===== config.mk =====
export PLATFORM = sky130hd
export DESIGN_NAME = multi_alarm_controller
export DESIGN_NICKNAME = d
export VERILOG_FILES = /design/src/rtl/multi_alarm_controller.sv
export SDC_FILE = /design/constraint.sdc
export NUM_CORES = 1
export LEC_CHECK = 0
export ABC_AREA = 1
export ABC_CLOCK_PERIOD_IN_PS = 2920
export CORE_MARGIN = 1
export CORE_UTILIZATION = 50
export CTS_CLUSTER_DIAMETER = 200
export CTS_CLUSTER_SIZE = 28
export DETAILED_ROUTE_END_ITERATION = 8
export HOLD_SLACK_MARGIN = 0.02
export PLACE_DENSITY = 0.75
export RECOVER_POWER = 100
export SYNTH_ARGS = -nofsm -noshare
export SYNTH_HDL_FRONTEND = slang
export SYNTH_HIERARCHICAL = 1
export SYNTH_SLANG_ARGS = --single-unit

===== constraint.sdc =====
create_clock -name i_clk -period 2.92 [get_ports i_clk]
set_input_delay 0.73 -clock i_clk [delete_from_list [all_inputs] [get_ports i_clk]]
set_output_delay 0.73 -clock i_clk [all_outputs]
set_load 0.01 [all_outputs]

===== src/rtl/multi_alarm_controller.sv =====
// multi_alarm_controller: NUM_ALARMS independent alarm channels fed by the
// 24-hour time and a one-second tick. Each channel rings for RING_SECS ticks
// unless acknowledged, and can optionally be snoozed for SNOOZE_MIN minutes.
// Optional feature macro: MULTI_ALARM_SNOOZE_EN (snooze state and targets).

// Per-channel state machine: stored alarm time, enable, ring countdown and
// (when built) the snooze target.
module alarm_channel #(
  parameter int RING_SECS  = 60,
  parameter int SNOOZE_MIN = 5
) (
  input  logic       i_clk,
  input  logic       i_reset,
  input  logic       i_tick,
  input  logic [7:0] i_cur_hour,
  input  logic [7:0] i_cur_min,
  input  logic [7:0] i_cur_sec,
  input  logic       i_wr_hit,
  input  logic [7:0] i_wr_hour,
  input  logic [7:0] i_wr_min,
  input  logic [7:0] i_wr_sec,
  input  logic       i_wr_enable,
  input  logic       i_ack,
`ifdef MULTI_ALARM_SNOOZE_EN
  input  logic       i_snooze,
`endif
  output logic       o_ringing
);

`ifdef MULTI_ALARM_SNOOZE_EN
  typedef enum logic [1:0] {S_IDLE = 2'd0, S_RING = 2'd1, S_SNZ = 2'd2} state_t;
`else
  typedef enum logic {S_IDLE = 1'b0, S_RING = 1'b1} state_t;
`endif

  state_t     r_state;
  logic [7:0] r_hour, r_min, r_sec;
  logic       r_en;
  logic [7:0] r_cnt;
  logic       w_alarm_hit;

  // Out-of-range stored values can never equal a valid current time.
  assign w_alarm_hit = r_en && (i_cur_hour == r_hour) &&
                       (i_cur_min == r_min) && (i_cur_sec == r_sec);

`ifdef MULTI_ALARM_SNOOZE_EN
  logic [7:0] r_snz_hour, r_snz_min, r_snz_sec;
  logic [8:0] w_min_sum;
  logic [8:0] w_min_wrapped;
  logic       w_min_wrap;
  logic [7:0] w_hour_inc;
  logic [7:0] w_tgt_hour, w_tgt_min;
  logic       w_snz_hit;

  // Snooze target = now + SNOOZE_MIN minutes, seconds kept, midnight wraps.
  assign w_min_sum     = {1'b0, i_cur_min} + 9'(SNOOZE_MIN);
  assign w_min_wrap    = (w_min_sum >= 9'd60);
  assign w_min_wrapped = w_min_sum - 9'd60;
  assign w_hour_inc    = i_cur_hour + 8'd1;
  assign w_tgt_min     = w_min_wrap ? w_min_wrapped[7:0] : w_min_sum[7:0];
  assign w_tgt_hour    = !w_min_wrap ? i_cur_hour :
                         (w_hour_inc == 8'd24) ? 8'd0 : w_hour_inc;
  assign w_snz_hit     = (i_cur_hour == r_snz_hour) && (i_cur_min == r_snz_min) &&
                         (i_cur_sec == r_snz_sec);
`endif

  // Channel FSM: reset > write > ack > snooze > tick.
  always_ff @(posedge i_clk) begin
    if (i_reset) begin
      r_state <= S_IDLE;
      r_hour  <= '0;
      r_min   <= '0;
      r_sec   <= '0;
      r_en    <= 1'b0;
      r_cnt   <= '0;
`ifdef MULTI_ALARM_SNOOZE_EN
      r_snz_hour <= '0;
      r_snz_min  <= '0;
      r_snz_sec  <= '0;
`endif
    end else if (i_wr_hit) begin
      r_hour  <= i_wr_hour;
      r_min   <= i_wr_min;
      r_sec   <= i_wr_sec;
      r_en    <= i_wr_enable;
      r_state <= S_IDLE;
      r_cnt   <= '0;
    end else if (i_ack && (r_state != S_IDLE)) begin
      r_state <= S_IDLE;
      r_cnt   <= '0;
`ifdef MULTI_ALARM_SNOOZE_EN
    end else if (i_snooze && (r_state == S_RING)) begin
      r_state    <= S_SNZ;
      r_cnt      <= '0;
      r_snz_hour <= w_tgt_hour;
      r_snz_min  <= w_tgt_min;
      r_snz_sec  <= i_cur_sec;
`endif
    end else if (i_tick) begin
      case (r_state)
        S_IDLE: begin
          if (w_alarm_hit) begin
            r_state <= S_RING;
            r_cnt   <= 8'(RING_SECS);
          end
        end
        S_RING: begin
          // A tick on the last count ends the ring; re-matches are ignored.
          if (r_cnt == 8'd1) r_state <= S_IDLE;
          r_cnt <= r_cnt - 8'd1;
        end
`ifdef MULTI_ALARM_SNOOZE_EN
        S_SNZ: begin
          if (w_snz_hit) begin
            r_state <= S_RING;
            r_cnt   <= 8'(RING_SECS);
          end
        end
`endif
        default: r_state <= S_IDLE;
      endcase
    end
  end

  assign o_ringing = (r_state == S_RING);

endmodule

module multi_alarm_controller #(
  parameter int NUM_ALARMS = 4,
  parameter int RING_SECS  = 60,
  parameter int SNOOZE_MIN = 5,
  parameter int IDX_W      = 2
) (
  input  logic                  i_clk,
  input  logic                  i_reset,
  input  logic                  i_tick,
  input  logic [7:0]            i_cur_hour,
  input  logic [7:0]            i_cur_min,
  input  logic [7:0]            i_cur_sec,
  input  logic                  i_wr_en,
  input  logic [IDX_W-1:0]      i_wr_idx,
  input  logic [7:0]            i_wr_hour,
  input  logic [7:0]            i_wr_min,
  input  logic [7:0]            i_wr_sec,
  input  logic                  i_wr_enable,
  input  logic                  i_ack,
  input  logic                  i_snooze,
  output logic [NUM_ALARMS-1:0] o_alarm_active,
  output logic                  o_alarm_sound,
  output logic [IDX_W-1:0]      o_ring_idx
);

  logic [NUM_ALARMS-1:0] w_wr_hit;
  logic [IDX_W-1:0]      w_ring_idx;

`ifndef MULTI_ALARM_SNOOZE_EN
  logic w_unused_snooze;
  assign w_unused_snooze = i_snooze;
`endif

  for (genvar g = 0; g < NUM_ALARMS; g++) begin : g_ch
    // Indices >= NUM_ALARMS never hit any channel.
    assign w_wr_hit[g] = i_wr_en && (i_wr_idx == IDX_W'(g));

    alarm_channel #(
      .RING_SECS  (RING_SECS),
      .SNOOZE_MIN (SNOOZE_MIN)
    ) u_ch (
      .i_clk       (i_clk),
      .i_reset     (i_reset),
      .i_tick      (i_tick),
      .i_cur_hour  (i_cur_hour),
      .i_cur_min   (i_cur_min),
      .i_cur_sec   (i_cur_sec),
      .i_wr_hit    (w_wr_hit[g]),
      .i_wr_hour   (i_wr_hour),
      .i_wr_min    (i_wr_min),
      .i_wr_sec    (i_wr_sec),
      .i_wr_enable (i_wr_enable),
      .i_ack       (i_ack),
`ifdef MULTI_ALARM_SNOOZE_EN
      .i_snooze    (i_snooze),
`endif
      .o_ringing   (o_alarm_active[g])
    );
  end

  // Lowest ringing index wins; decoded purely from channel state registers.
  always_comb begin
    w_ring_idx = '0;
    for (int i = NUM_ALARMS - 1; i >= 0; i--) begin
      if (o_alarm_active[i]) w_ring_idx = IDX_W'(i);
    end
  end

  assign o_ring_idx    = w_ring_idx;
  assign o_alarm_sound = |o_alarm_active;

endmodule

==> impl_summary.txt <==
----------------------------------------------------
[Setup path]
  Worst EP arrival ... 2.82 ns
  Most numerous cell on the critical path ... sky130_fd_sc_hd__nand2_1
  Crit Path Class ... input pin to flip-flop
  Worst path required time ... 3.23 ns
  Critical Path Sink Type ... flip-flop
  Crit path max-delay cell type ... sky130_fd_sc_hd__dlygate4sd3_1
  Max stage delay on crit path ... 0.71 ns
  Worst setup SP type ... input pin
  Category of cells accounting for the largest share of critical-path delay ... simple AND/OR/NAND/NOR gates
  Crit-path cells ... dlygate4sd3_1, inv_1, nand2_1, nand4_1, nor2_1, nand2_1, nor2_4, nand2_1, nand2_1, nand2_1, nand2_1, nor2_1
  Maximum fanout along the worst path ... 8
  Number of buffers and inverters on the critical path ... 2

[Synthesis]
  Synthesized-area fraction occupied by and/or/nand/nor cells ... 0.290
  Share of async-settable or async-resettable flops after synthesis ... 0
  Netlist cell types ... 26
  Adder and majority gate portion of the synthesized area ... 0.0134
  Sequential fraction of the synthesis area ... 0.363
  Combinational family with the most area after synthesis ... simple AND/OR/NAND/NOR gates
  Mux share of post-synthesis cell area ... 0
  Top cell type's share of synthesized area ... 0.363
  Cell area after synthesis ... 7490 µm²
  Xor/xnor share of the synthesized area ... 0.0374
  Share of the synthesized area in compound gates (AO/OA/AOI/OAI) ... 0.161
  Cell taking the most area after synthesis ... sky130_fd_sc_hd__dfxtp_1
  Primary flip-flop cell chosen by synthesis mapping ... sky130_fd_sc_hd__dfxtp_1
  List of most frequent post-synthesis cells ... sky130_fd_sc_hd__nand2_1, sky130_fd_sc_hd__inv_1, sky130_fd_sc_hd__nor2_1
  Syn_area_per_cell ... 6.28 µm²
  YS warnings ... 6
  Top post-synthesis cells by area ... sky130_fd_sc_hd__dfxtp_1, sky130_fd_sc_hd__nand2_1, sky130_fd_sc_hd__inv_1
  Most instantiated library cell after synthesis ... sky130_fd_sc_hd__nand2_1
  Count of state elements after synthesis ... 136
  Number of flops mapped to enable cells by yosys ... 0
  Cells after Synth ... 1193
  Number of nets in the synthesized netlist ... 1258

[Cells and area]
  Number of diodes ... 0
  Fin cells ... 1460
  Total area of multi-input combinational cells ... 3710 µm²
  Post-synthesis to final-layout area growth ... 18.6%
  Final cell area excluding filler cells ... 8890 µm²
  Fillers ... 1426
  Final cell utilization of the core ... 0.609
  Share of post-route cells with drive strength above 1 ... 0.0674
  Post-layout nets ... 1328
  FF+latch area ... 2720 µm²

[STA]
  Slew margin rel. ... 0.397
  Final Hold Violating Endpoints ... 0
  Worst Setup Slack, final ... 0.407 ns
  Fin Clk Skew ... 0.00969 ns
  Setup repair after global routing missed its margin ... false
  Final cycle utilization of the critical path ... 0.861
  Final number of setup-violating endpoints ... 0
  Maximum clock frequency ... 398 MHz
  Final sum of negative setup slack ... 0 ns
  Worst-margin pin slew ... 0.904 ns
  Count of final max-slew check failures ... 0
  Final critical-path required period ... 2.51 ns
  Final-layout worst hold slack ... 0.458 ns

[Floorplan]
  Ports ... 64
  Initial Utilization ... 0.513
  # rows ... 44
  Y dimension of the die ... 124 µm
  Die width ... 124 µm
  Core Box Area ... 14600 µm²
  Die Area ... 15500 µm²

[Detailed routing]
  Number of DRC markers in iteration 0 ... 602
  Routed length per placed instance ... 13.4 µm
  Remaining routing DRC violations ... 0
  Per-cell via count in the routed design ... 5.01
  Total routed wirelength ... 19.6 mm
  Number of vias after detailed routing ... 7308
  Detail Route Antenna Nets ... 0
  Drt first pass iters ... 5

[Power]
  Leakage power total ... 4.40 nW
  Total chip power ... 4.65 mW
  Maximum ir drop on the vdd rail ... 416 µV
  Power Dens Cells ... 523 nW/µm²
  Switching portion of total power ... 0.248
  Share of total power in the clock network ... 0.463
  Relative contribution of sequential cells to total power ... 0.423
  Internal power contribution ... 3.50 mW
  Relative contribution of combinational cells to total power ... 0.114
  Power spent charging and discharging nets ... 1.15 mW

[Clock network]
  Clock Tree Root ... sky130_fd_sc_hd__clkbuf_16
  Sinks on the clock net ... 136
  Setup bufs post-CTS ... 0
  Hold buffer count at CTS ... 0
  Number of levels in the clock H-tree ... 4
  CTS tree ... done
  Deepest clock path buffer count ... 2
  Post-CTS Resized ... 0
  Worst-path clk slew ... 0.06 ns
  Worst skew pair latency ... 0.42 ns
  Inserted Clock Buffers ... 17

[Global routing]
  Pin count of the biggest net entering global routing ... 46
  Total track usage ... 0.263
  Wire length of the first global-routing pass ... 32.6 mm
  Via count of the first global-routing pass ... 6886
  Initial antenna violation count ... 0
  Total overflow reported by the global router ... 0

[Place]
  Placed inst area ... 8360 µm²
  Minimum setup slack after placement ... 0.327 ns
  Placed wire-length estimate after detailed placement ... 13.8 mm
  RD Place Congestion ... 0.862
  # port buffers ... 62
  Total instance count after detailed placement ... 1428

[Min path]
  Type of the worst min-delay path ... flip-flop to flip-flop

[Run]
  Count of maximum capacitance violations ... 0

[Status]
  Result of the run ... finished, final reports clean

----------------------------------------------------
==> registers in the layout, summed over array words and instances, names as in the netlist <==
| signal | count |
|---|---|
| g_ch.u_ch/r_en | 4 |
| g_ch.u_ch/o_ringing | 4 |
| g_ch.u_ch/r_cnt | 32 |
| g_ch.u_ch/r_min | 32 |
| g_ch.u_ch/r_hour | 32 |
| g_ch.u_ch/r_sec | 32 |
==> power by group through the flow <==
stage	logic (mW)	registers (mW)	clock network, mW
floorplan	0.308	2.00	0
global placement	0.517	2.00	0
detailed placement	0.525	2.01	0
CTS	0.532	1.97	2.18
global route	0.602	1.97	2.27
finish	0.530	1.97	2.15
==> layer usage <==
metal / GRT usage / part of all wire / vias up
li1: - / - / 3810
met3: 0.0490 / 0.051 / 38
met2: 0.427 / 0.45 / 193
met1: 0.343 / 0.47 / 3267
met5: 0 / 0 / -
met4: 0.107 / 0.027 / 0
==> cells by family (layout without fill, tap and decap cells) <==
| family | Yosys count | in the layout |
|---|---|---|
| XOR/XNOR | 32 | 32 |
| AND/OR/NAND/NOR | 519 | 519 |
| adder cells (fa/ha/maj) | 8 | 8 |
| flip-flops | 136 | 136 |
| AO/OA/AOI/OAI | 229 | 229 |
| buffers and inverters | 269 | 352 |
==> worst min-delay path: stages, from the launching register on <==
cell,delay [ns]
sky130_fd_sc_hd__dfxtp_1,0.31
sky130_fd_sc_hd__inv_2,0.05
sky130_fd_sc_hd__a21oi_1,0.05
==> path summary, 6_finish.rpt <==
kind,startpoint,end,slack (ns),cells past startpoint
worst max register to register,g_ch[3].u_ch/r_min[5],g_ch[3].u_ch/r_cnt[4],1.09,13
worst max-delay path,i_cur_sec[0],g_ch[3].u_ch/r_cnt[4],0.41,12
worst min register to register,g_ch[3].u_ch/r_sec[0],g_ch[3].u_ch/r_sec[0],0.46,2
worst min-delay path,g_ch[3].u_ch/r_sec[0],g_ch[3].u_ch/r_sec[0],0.46,2
==> layout make-up <==
type	instances	share of cell area
tap	184	0.0259
clock inverter	8	0.0104
clock buffer	24	0.0565
timing repair buffer	77	0.0807
sequential	136	0.306
multi-input combinational	788	0.417
inverter	243	0.103
==> layout by cell type, fill, tap and decap left out, types with 7 or more instances in the layout <==
master                            synthesis  routed
sky130_fd_sc_hd__xor2_1                  18      18
sky130_fd_sc_hd__dlygate4sd3_1            0      10
sky130_fd_sc_hd__nand4_1                  8       8
sky130_fd_sc_hd__buf_4                    0      10
sky130_fd_sc_hd__ha_1                     8       8
sky130_fd_sc_hd__nor2_1                 138     139
sky130_fd_sc_hd__nor3_1                   6       7
sky130_fd_sc_hd__clkbuf_16                0      17
sky130_fd_sc_hd__inv_1                  221     223
sky130_fd_sc_hd__xnor2_1                 14      14
sky130_fd_sc_hd__nand3_1                 52      52
sky130_fd_sc_hd__o21ai_0                120     120
sky130_fd_sc_hd__inv_2                   22      20
sky130_fd_sc_hd__nand2_1                288     292
sky130_fd_sc_hd__a21oi_1                 95      95
sky130_fd_sc_hd__clkdlybuf4s50_1          0      52
sky130_fd_sc_hd__nor2_2                   8       7
sky130_fd_sc_hd__dfxtp_1                136     136
Power figures use the tool's default switching activity.
